--- src/rtl/pc_pkg.sv ---
// Shared encodings for the fetch-stage PC sequencer: opcodes, mux source codes, FSM states.
package pc_pkg;

  localparam logic [5:0] OP_RTYPE = 6'd0;
  localparam logic [5:0] OP_J     = 6'd2;
  localparam logic [5:0] OP_JAL   = 6'd3;
  localparam logic [5:0] OP_BEQ   = 6'd4;
  localparam logic [5:0] FN_JR    = 6'd8;

  localparam logic [1:0] SRC_SEQ  = 2'b00;
  localparam logic [1:0] SRC_BEQ  = 2'b01;
  localparam logic [1:0] SRC_BSUB = 2'b10;

  typedef enum logic {
    StRun,
    StPend
  } pc_state_e;

endpackage

--- src/rtl/pc_target_calc.sv ---
// Combinational decode-redirect resolver: picks the highest-priority taken source,
// its target address and the src/jsel mux encoding.
module pc_target_calc
  import pc_pkg::*;
#(
  parameter int unsigned XLEN = 32
) (
  input  logic            dec_valid_i,
  input  logic [XLEN-1:0] dec_pc_i,
  input  logic [5:0]      op_i,
  input  logic [5:0]      funct_i,
  input  logic            eq_i,
  input  logic [15:0]     br_off_i,
  input  logic [25:0]     jidx_i,
  input  logic [XLEN-1:0] rs_val_i,
  input  logic            b_sub_i,
  input  logic [XLEN-1:0] b_sub_tgt_i,
  output logic            redir_o,
  output logic [XLEN-1:0] tgt_o,
  output logic [1:0]      src_o,
  output logic            jsel_o
);

  logic [XLEN-1:0] pc_plus4;
  logic [XLEN-1:0] br_tgt;
  logic [XLEN-1:0] j_tgt;

  always_comb begin
    pc_plus4 = dec_pc_i + XLEN'(4);
    br_tgt   = pc_plus4 + {{(XLEN-18){br_off_i[15]}}, br_off_i, 2'b00};
    j_tgt    = {pc_plus4[XLEN-1:28], jidx_i, 2'b00};
  end

  // A not-taken beq is not a source at all, so lower-priority sources may still apply.
  always_comb begin
    redir_o = 1'b0;
    tgt_o   = '0;
    src_o   = SRC_SEQ;
    jsel_o  = 1'b0;
    if (dec_valid_i) begin
      if (op_i == OP_BEQ && eq_i) begin
        redir_o = 1'b1;
        tgt_o   = br_tgt;
        src_o   = SRC_BEQ;
      end else if (op_i == OP_J || op_i == OP_JAL) begin
        redir_o = 1'b1;
        tgt_o   = j_tgt;
        jsel_o  = 1'b1;
      end else if (op_i == OP_RTYPE && funct_i == FN_JR) begin
        redir_o = 1'b1;
        tgt_o   = rs_val_i;
        jsel_o  = 1'b1;
      end else if (b_sub_i) begin
        redir_o = 1'b1;
        tgt_o   = b_sub_tgt_i;
        src_o   = SRC_BSUB;
      end
    end
  end

endmodule

--- src/rtl/pc_sequencer.sv ---
// Fetch-stage PC sequencer: owns the PC register, defers exceptions that hit during a stall,
// and counts applied redirects.
module pc_sequencer
  import pc_pkg::*;
#(
  parameter int unsigned     XLEN       = 32,
  parameter logic [XLEN-1:0] RESET_PC   = '0,
  parameter logic [XLEN-1:0] EXC_VEC    = 'h80,
  parameter bit              DELAY_SLOT = 1'b0,
  parameter int unsigned     CNT_W      = 16
) (
  input  logic             clk,
  input  logic             rst_n,
  input  logic             stall_i,
  input  logic             dec_valid_i,
  input  logic [XLEN-1:0]  dec_pc_i,
  input  logic [5:0]       op_i,
  input  logic [5:0]       funct_i,
  input  logic             eq_i,
  input  logic [15:0]      br_off_i,
  input  logic [25:0]      jidx_i,
  input  logic [XLEN-1:0]  rs_val_i,
  input  logic             b_sub_i,
  input  logic [XLEN-1:0]  b_sub_tgt_i,
  input  logic             exc_i,
  output logic [XLEN-1:0]  pc_o,
  output logic [1:0]       src_o,
  output logic             jsel_o,
  output logic             flush_o,
  output logic [CNT_W-1:0] redir_cnt_o
);

  pc_state_e       state_q, state_d;
  logic [XLEN-1:0] pc_q, pc_d;
  logic [XLEN-1:0] pend_tgt_q, pend_tgt_d;
  logic [CNT_W-1:0] cnt_q, cnt_d;
  logic            cnt_inc;

  logic            redir;
  logic [XLEN-1:0] tgt;
  logic [1:0]      raw_src;
  logic            raw_jsel;

  pc_target_calc #(
    .XLEN(XLEN)
  ) u_target_calc (
    .dec_valid_i(dec_valid_i),
    .dec_pc_i   (dec_pc_i),
    .op_i       (op_i),
    .funct_i    (funct_i),
    .eq_i       (eq_i),
    .br_off_i   (br_off_i),
    .jidx_i     (jidx_i),
    .rs_val_i   (rs_val_i),
    .b_sub_i    (b_sub_i),
    .b_sub_tgt_i(b_sub_tgt_i),
    .redir_o    (redir),
    .tgt_o      (tgt),
    .src_o      (raw_src),
    .jsel_o     (raw_jsel)
  );

  always_comb begin
    src_o  = exc_i ? SRC_SEQ : raw_src;
    jsel_o = exc_i ? 1'b0 : raw_jsel;
  end

  always_comb begin
    state_d    = state_q;
    pc_d       = pc_q;
    pend_tgt_d = pend_tgt_q;
    cnt_inc    = 1'b0;
    flush_o    = 1'b0;
    unique case (state_q)
      StRun: begin
        if (exc_i) begin
          if (stall_i) begin
            pend_tgt_d = EXC_VEC;
            state_d    = StPend;
          end else begin
            pc_d    = EXC_VEC;
            flush_o = 1'b1;
            cnt_inc = 1'b1;
          end
        end else if (!stall_i) begin
          if (redir) begin
            pc_d    = tgt;
            cnt_inc = 1'b1;
            flush_o = !DELAY_SLOT;
          end else begin
            pc_d = pc_q + XLEN'(4);
          end
        end
      end
      StPend: begin
        if (exc_i) pend_tgt_d = EXC_VEC;
        // Decode redirects in this cycle are dropped; the deferred exception wins.
        if (!stall_i) begin
          pc_d    = pend_tgt_q;
          flush_o = 1'b1;
          cnt_inc = 1'b1;
          state_d = StRun;
        end
      end
      default: state_d = StRun;
    endcase
    cnt_d = (cnt_inc && cnt_q != {CNT_W{1'b1}}) ? cnt_q + CNT_W'(1) : cnt_q;
  end

  always_ff @(posedge clk or negedge rst_n) begin
    if (!rst_n) begin
      state_q    <= StRun;
      pc_q       <= RESET_PC;
      pend_tgt_q <= '0;
      cnt_q      <= '0;
    end else begin
      state_q    <= state_d;
      pc_q       <= pc_d;
      pend_tgt_q <= pend_tgt_d;
      cnt_q      <= cnt_d;
    end
  end

  assign pc_o        = pc_q;
  assign redir_cnt_o = cnt_q;

endmodule

--- config.mk ---
export PLATFORM = sky130hd
export DESIGN_NAME = pc_sequencer
export DESIGN_NICKNAME = d
export VERILOG_FILES = /design/src/rtl/pc_pkg.sv /design/src/rtl/pc_target_calc.sv /design/src/rtl/pc_sequencer.sv
export SDC_FILE = /design/constraint.sdc
export NUM_CORES = 1
export LEC_CHECK = 0
export ABC_AREA = 1
export CORE_MARGIN = 8
export CORE_UTILIZATION = 35
export CTS_CLUSTER_DIAMETER = 60
export DETAILED_ROUTE_END_ITERATION = 10
export HOLD_SLACK_MARGIN = 0.02
export PLACE_DENSITY_LB_ADDON = 0.1
export SETUP_SLACK_MARGIN = 0.4
export SYNTH_ARGS = -nofsm -noshare
export SYNTH_HDL_FRONTEND = slang
export SYNTH_SLANG_ARGS = --single-unit
--- constraint.sdc ---
create_clock -name clk -period 6.26 [get_ports clk]
set_input_delay 1.878 -clock clk [delete_from_list [all_inputs] [get_ports clk]]
set_output_delay 1.878 -clock clk [all_outputs]
set_load 0.05 [all_outputs]
# Yosys cells after proc, flatten, opt, wreduce, memory -nomap -nowiden
# Index checks and enable logic that the tools add are counted.
# op_classes
addsub	4
n_eq_ne	10
muxes	39
bitwise_logic	1
n_reduce_logical	7
# ops
cell	n
$mux W32	13
$pmux W32 S2	2
$add A32 B3 Y32 const B	2
$add A32 B32 Y32	1
$add A16 B1 Y16 const B	1
$mux W1	16
$ne A16 B16 Y1 const B	1
$eq A6 B2 Y1 const B	2
$mux W2	6
$ne A2 B2 Y1 const B	5
$eq A6 B3 Y1 const B	1
$eq A6 B4 Y1 const B	1
$logic_not A6 Y1	1
$pmux W1 S2	2
$logic_and A1 B1 Y1	3
$reduce_and A3 Y1	1
$reduce_and A2 Y1	1
$logic_or A1 B1 Y1	1
$not A1 Y1	1
# totals
register_bits	81
inputBits	157
elab_cells	65

# Depth between registers and ports, before layout
# depth
word_depth	11
mapped_depth	26

# By module
# A second synthesis with hierarchy kept.
# hier_totals
hier_cells	1354
hier_area_um2	7413.4
# modules_own_cells
mod	instances	cells_per_inst	area_each_um2	seq_area_each_um2
pc_target_calc	1	805	3960.0	0.0
pc_sequencer	1	549	3453.3	1251.2

# Worst setup path before layout
# No wires, ideal clock.
# synth_timing
kind	input to output
startpoint	input op_i[1]
endpoint	output src_o[0]
arrival_ns	3.677
slack_ns	0.705
cell_stages	6
path_buffers	1
cell_sequence	nor2_1 nand3_1 nor3_4 inv_1 clkbuf_1 nor3_1
# synth_between
elab_chain_len	7
elab_cells_between_ends	12
# synth_lines
item	line	rtl
from (decl)	pc_sequencer.sv:17	input logic [5:0] op_i,
$logic_not A6 Y1	pc_target_calc.sv:49	end else if (op_i == OP_RTYPE && funct_i == FN_JR) begin
$logic_and A1 B1 Y1	pc_target_calc.sv:49	
$mux W2	pc_target_calc.sv:49	
$mux W2	pc_target_calc.sv:45	end else if (op_i == OP_J || op_i == OP_JAL) begin
$mux W2 (*)	pc_target_calc.sv:41	if (op_i == OP_BEQ && eq_i) begin
$mux W2 (*)	pc_target_calc.sv:40	if (dec_valid_i) begin
$mux W2 (*)	pc_sequencer.sv:64	src_o = exc_i ? SRC_SEQ : raw_src;
to (decl)	pc_sequencer.sv:27	output logic [1:0] src_o,
# Every way passes the cells marked *; elsewhere a longest branch is shown, timed or not.

# Final worst setup path
# layout_timing
startpoint	input op_i[1]
endpoint	output flush_o
# layout_between
elab_chain_len	10
elab_cells_between_ends	15
# layout_lines
item	line	rtl
$logic_not A6 Y1	pc_target_calc.sv:49	
$logic_and A1 B1 Y1	pc_target_calc.sv:49	
$mux W1	pc_target_calc.sv:49	
$mux W1	pc_target_calc.sv:45	
$mux W1 (*)	pc_target_calc.sv:41	
$mux W1 (*)	pc_target_calc.sv:40	
$mux W1 (*)	pc_sequencer.sv:86	if (redir) begin
$mux W1 (*)	pc_sequencer.sv:85	end else if (!stall_i) begin
$mux W1 (*)	pc_sequencer.sv:76	if (exc_i) begin
$pmux W1 S2 (*)	pc_sequencer.sv:74	unique case (state_q)
to (decl)	pc_sequencer.sv:29	output logic flush_o,
# Marks and branches as above.

==> flow_summary.ini <==
[worst_setup_path]
startpoint = op_i[1]
slowest_stage = clkdlybuf4s50_1
max_stage_delay_ps = 440
cp-end-kind = output pin
crit_cells = 9
r2r_start = state_q
arrival_ps = 3780
worst_ep_required_time_ps = 4380
crit_path_start_kind = primary input
path_class = in2out
crit_path_max_fanout = 26
path_cells = clkdlybuf4s50_1, nor2_1, nand3_1, nor3_4, nor2_4, nand3_2, nand2_4, a21oi_4, buf_12
crit_buf_inv = 2
crit_family = simple AND/OR/NAND/NOR gates
r2r_cells = 8

[synthesis]
synth_area_per_cell_um2 = 5.577
synth_warnings = 0
netlist_instances = 1288
ys_ff_latch = 50
yosysTopAreaCellShare_pct = 23.20
syn-num-nets = 1483
ys_types = 42
seq_area_frac_synth_pct = 17.42
yosysTopAreaCell = nand2_1
netlist_area_um2 = 7183
synth_area_leaders = nand2_1 23%, dfrtp_1 17%, nand3_1 11%

[finish]
multiInputGateArea_um2 = 5165
drive_gt1_share_pct = 3.150
final_cell_mix = 444 x nand2_1, 203 x clkdlybuf4s50_1, 169 x inv_1
register_area_um2 = 1251
antenna_cells = 0
fill_cells = 2196
final_common_cell = nand2_1
instances_no_fill = 1762
synthToLayoutAreaGrowth_pct = 36.34
nets = 1686

[status]
status = completed

[floorplan]
ios = 209
coreArea_um2 = 20170
die_y_um = 159.3
die_area_um2 = 25360
rows = 52
fp.dieW_um = 159.3
start_util_pct = 35.61

[placed_design]
io_buffer_count = 208
dpl.cell_count = 1751
dp_hpwl_um = 24480
gp_congestion = 0.8950

[timing]
rsz0062_at_grt = no
clock_skew_ps = 5.227
fin_tns_setup_ps = 0
fmax_mhz = 176.9
drv_slew = 0
hold_viol = 0
fin_crit_ps = 5654
setup_violations = 0
min_period_over_period_pct = 90.31
tightest_slew_ps = 712.9
slew_headroom_pct = 52.47

[global_routing]
grt-ovfl-total = 0
grt_pass1_vias = 8881
grt_first_pass_wirelength_um = 48360
antenna_found_initial = 1
grt_start_max_net_pins = 51
grt_usage_pct = 23.38

[route]
vias = 8909
drt-pass1-iter-count = 5
avgViaCountPerCell = 5.056
wl_um = 30090
ant_nets = 0
drc_errors = 0
avgRoutedWirePerCell_um = 17.08
drt_iter0_drc = 629

[cts]
htreeDepth = 2
post_cts_resized = 0
cts_tree = done
cts_buffers = 5
insertion_delay_ps = 300
cts_hold_buf = 0
clk_pin_slew_ps = 70
root_buffer = clkbuf_16
clock_sinks = 50
ctsLongestPathBuffers = 2

[pwr]
clockPowerShare_pct = 21.0
netSwitchingPower_uw = 605.1
p_comb_share_pct = 49.9
ir_worst_vdd_v = 0.0001247
p_per_area_nw_per_um2 = 142.9
seq_power_share_pct = 29.1
p_leak_uw = 0.004685
power.internal_uw = 794.6
switching_share_pct = 43.23

[job]
cap_violations = 0

[worst_hold_path]
worstHoldPathType = reg2reg
min_from = pend_tgt_q[7]
min_path_cells = 2
[tightest hold or removal path, stage by stage (launching register included)]
cell	delay [ps]
dfrtp_1	320
inv_1	50
nand2_1	60
[cells by family (layout without fill, tap and decap cells)]
logic type	after synthesis	count (layout)	share of synthesized area (%)
buffers and inverters	201	405	10.68
xor gates and xnor gates	51	51	6.218
adders and majority gates	38	38	6.724
AOI/OAI and AO/OA	155	155	11.90
and+or+nand+nor	793	793	47.06
DFF	50	50	17.42
[layout make-up]
| cell class | count | area share (%) |
|---|---|---|
| clock buffer | 6 | 1.418 |
| clock inverter | 2 | 0.1789 |
| sequential | 50 | 12.78 |
| tap | 270 | 3.450 |
| timing repair buffer | 223 | 22.77 |
| inverter | 174 | 6.669 |
| multi-input combinational | 1037 | 52.74 |
[registers in the layout, indices dropped and copies added, names as in the netlist]
register and flops:
pend_tgt_q 1, redir_cnt_o 16, pc_o 32, state_q 1
[what timing repair did]
item / 4_1_cts / 5_1_grt
buffers inserted: 0 / 3
setup endpoints to repair: 0 / 1
endpoints found under the hold margin: 0 / 0
[worst paths after layout]
path | endpoint | slack, ps
setup / recovery | flush_o | 610
hold / removal | pend_tgt_q[7] | 460
setup reg to reg | pc_o[13] | 3630
hold reg to reg | pend_tgt_q[7] | 460
max in group asynchronous | redir_cnt_o[13] | 4070
min in group asynchronous | pc_o[23] | 1700
[layer usage]
layer | track usage [%] | vias up | part of all wire [%]
met3 | 5.222 | 26 | 7.7
met5 | 0 | - | 0
met1 | 30.91 | 4007 | 46
li1 | - | 4555 | -
met4 | 3.516 | 0 | 1.2
met2 | 38.87 | 321 | 45
[synth_stat cells]
| library cell | instances |
|---|---|
| nand2_1 | 444 |
| inv_1 | 169 |
| nand3_1 | 154 |
| nor2_1 | 120 |
| o21ai_0 | 68 |
| a21oi_1 | 54 |
| dfrtp_1 | 50 |
| ha_1 | 37 |
| xor2_1 | 29 |
| xnor2_1 | 22 |
| nand4_1 | 21 |
| clkbuf_1 | 17 |
| nor3_1 | 17 |
| nor4_1 | 9 |
| buf_2 | 7 |
| o211ai_1 | 7 |
| o21bai_1 | 6 |
| o21ai_1 | 5 |
| or2_2 | 5 |
| a21o_1 | 4 |
| and2_1 | 4 |
| nand3b_1 | 4 |
| a31oi_1 | 3 |
| and3_1 | 3 |
| clkinv_1 | 3 |
| nor2_4 | 3 |
| buf_1 | 2 |
| inv_2 | 2 |
| nand2_2 | 2 |
| nand2_4 | 2 |
| nor2_2 | 2 |
| o21a_1 | 2 |
| o31ai_1 | 2 |
| a21boi_0 | 1 |
| a21oi_4 | 1 |
| buf_4 | 1 |
| fa_1 | 1 |
| nand3_2 | 1 |
| nor3_4 | 1 |
| nor3b_1 | 1 |
| o211a_1 | 1 |
| o221ai_1 | 1 |
[metrics by stage]
step | cell area [µm²] | hold WS [ps] | setup slack, ps | utilization [%] | power [µW]
floorplan | 7183 | 421.9 | 704.6 | - | 813.0
global placement | 9614 | 432.5 | 621.3 | 47.67 | 1108
detailed placement | 9614 | 440.2 | 609.2 | 47.67 | 1110
CTS | 9771 | 459.0 | 594.3 | 48.44 | 1411
global route | 9793 | 485.8 | 447.4 | 48.55 | 1499
finish | 9793 | 461.7 | 606.3 | 48.55 | 1400
[power groups by stage]
stage                     registers (µW)  logic, µW  clock network (µW)
after floorplan                      516        297                   0
after global placement               414        694                   0
after detailed placement             412        698                   0
after CTS                            407        700                 305
after global routing                 414        767                 318
final                                407        698                 294
No activity file was read; power rests on OpenSTA's default activity.
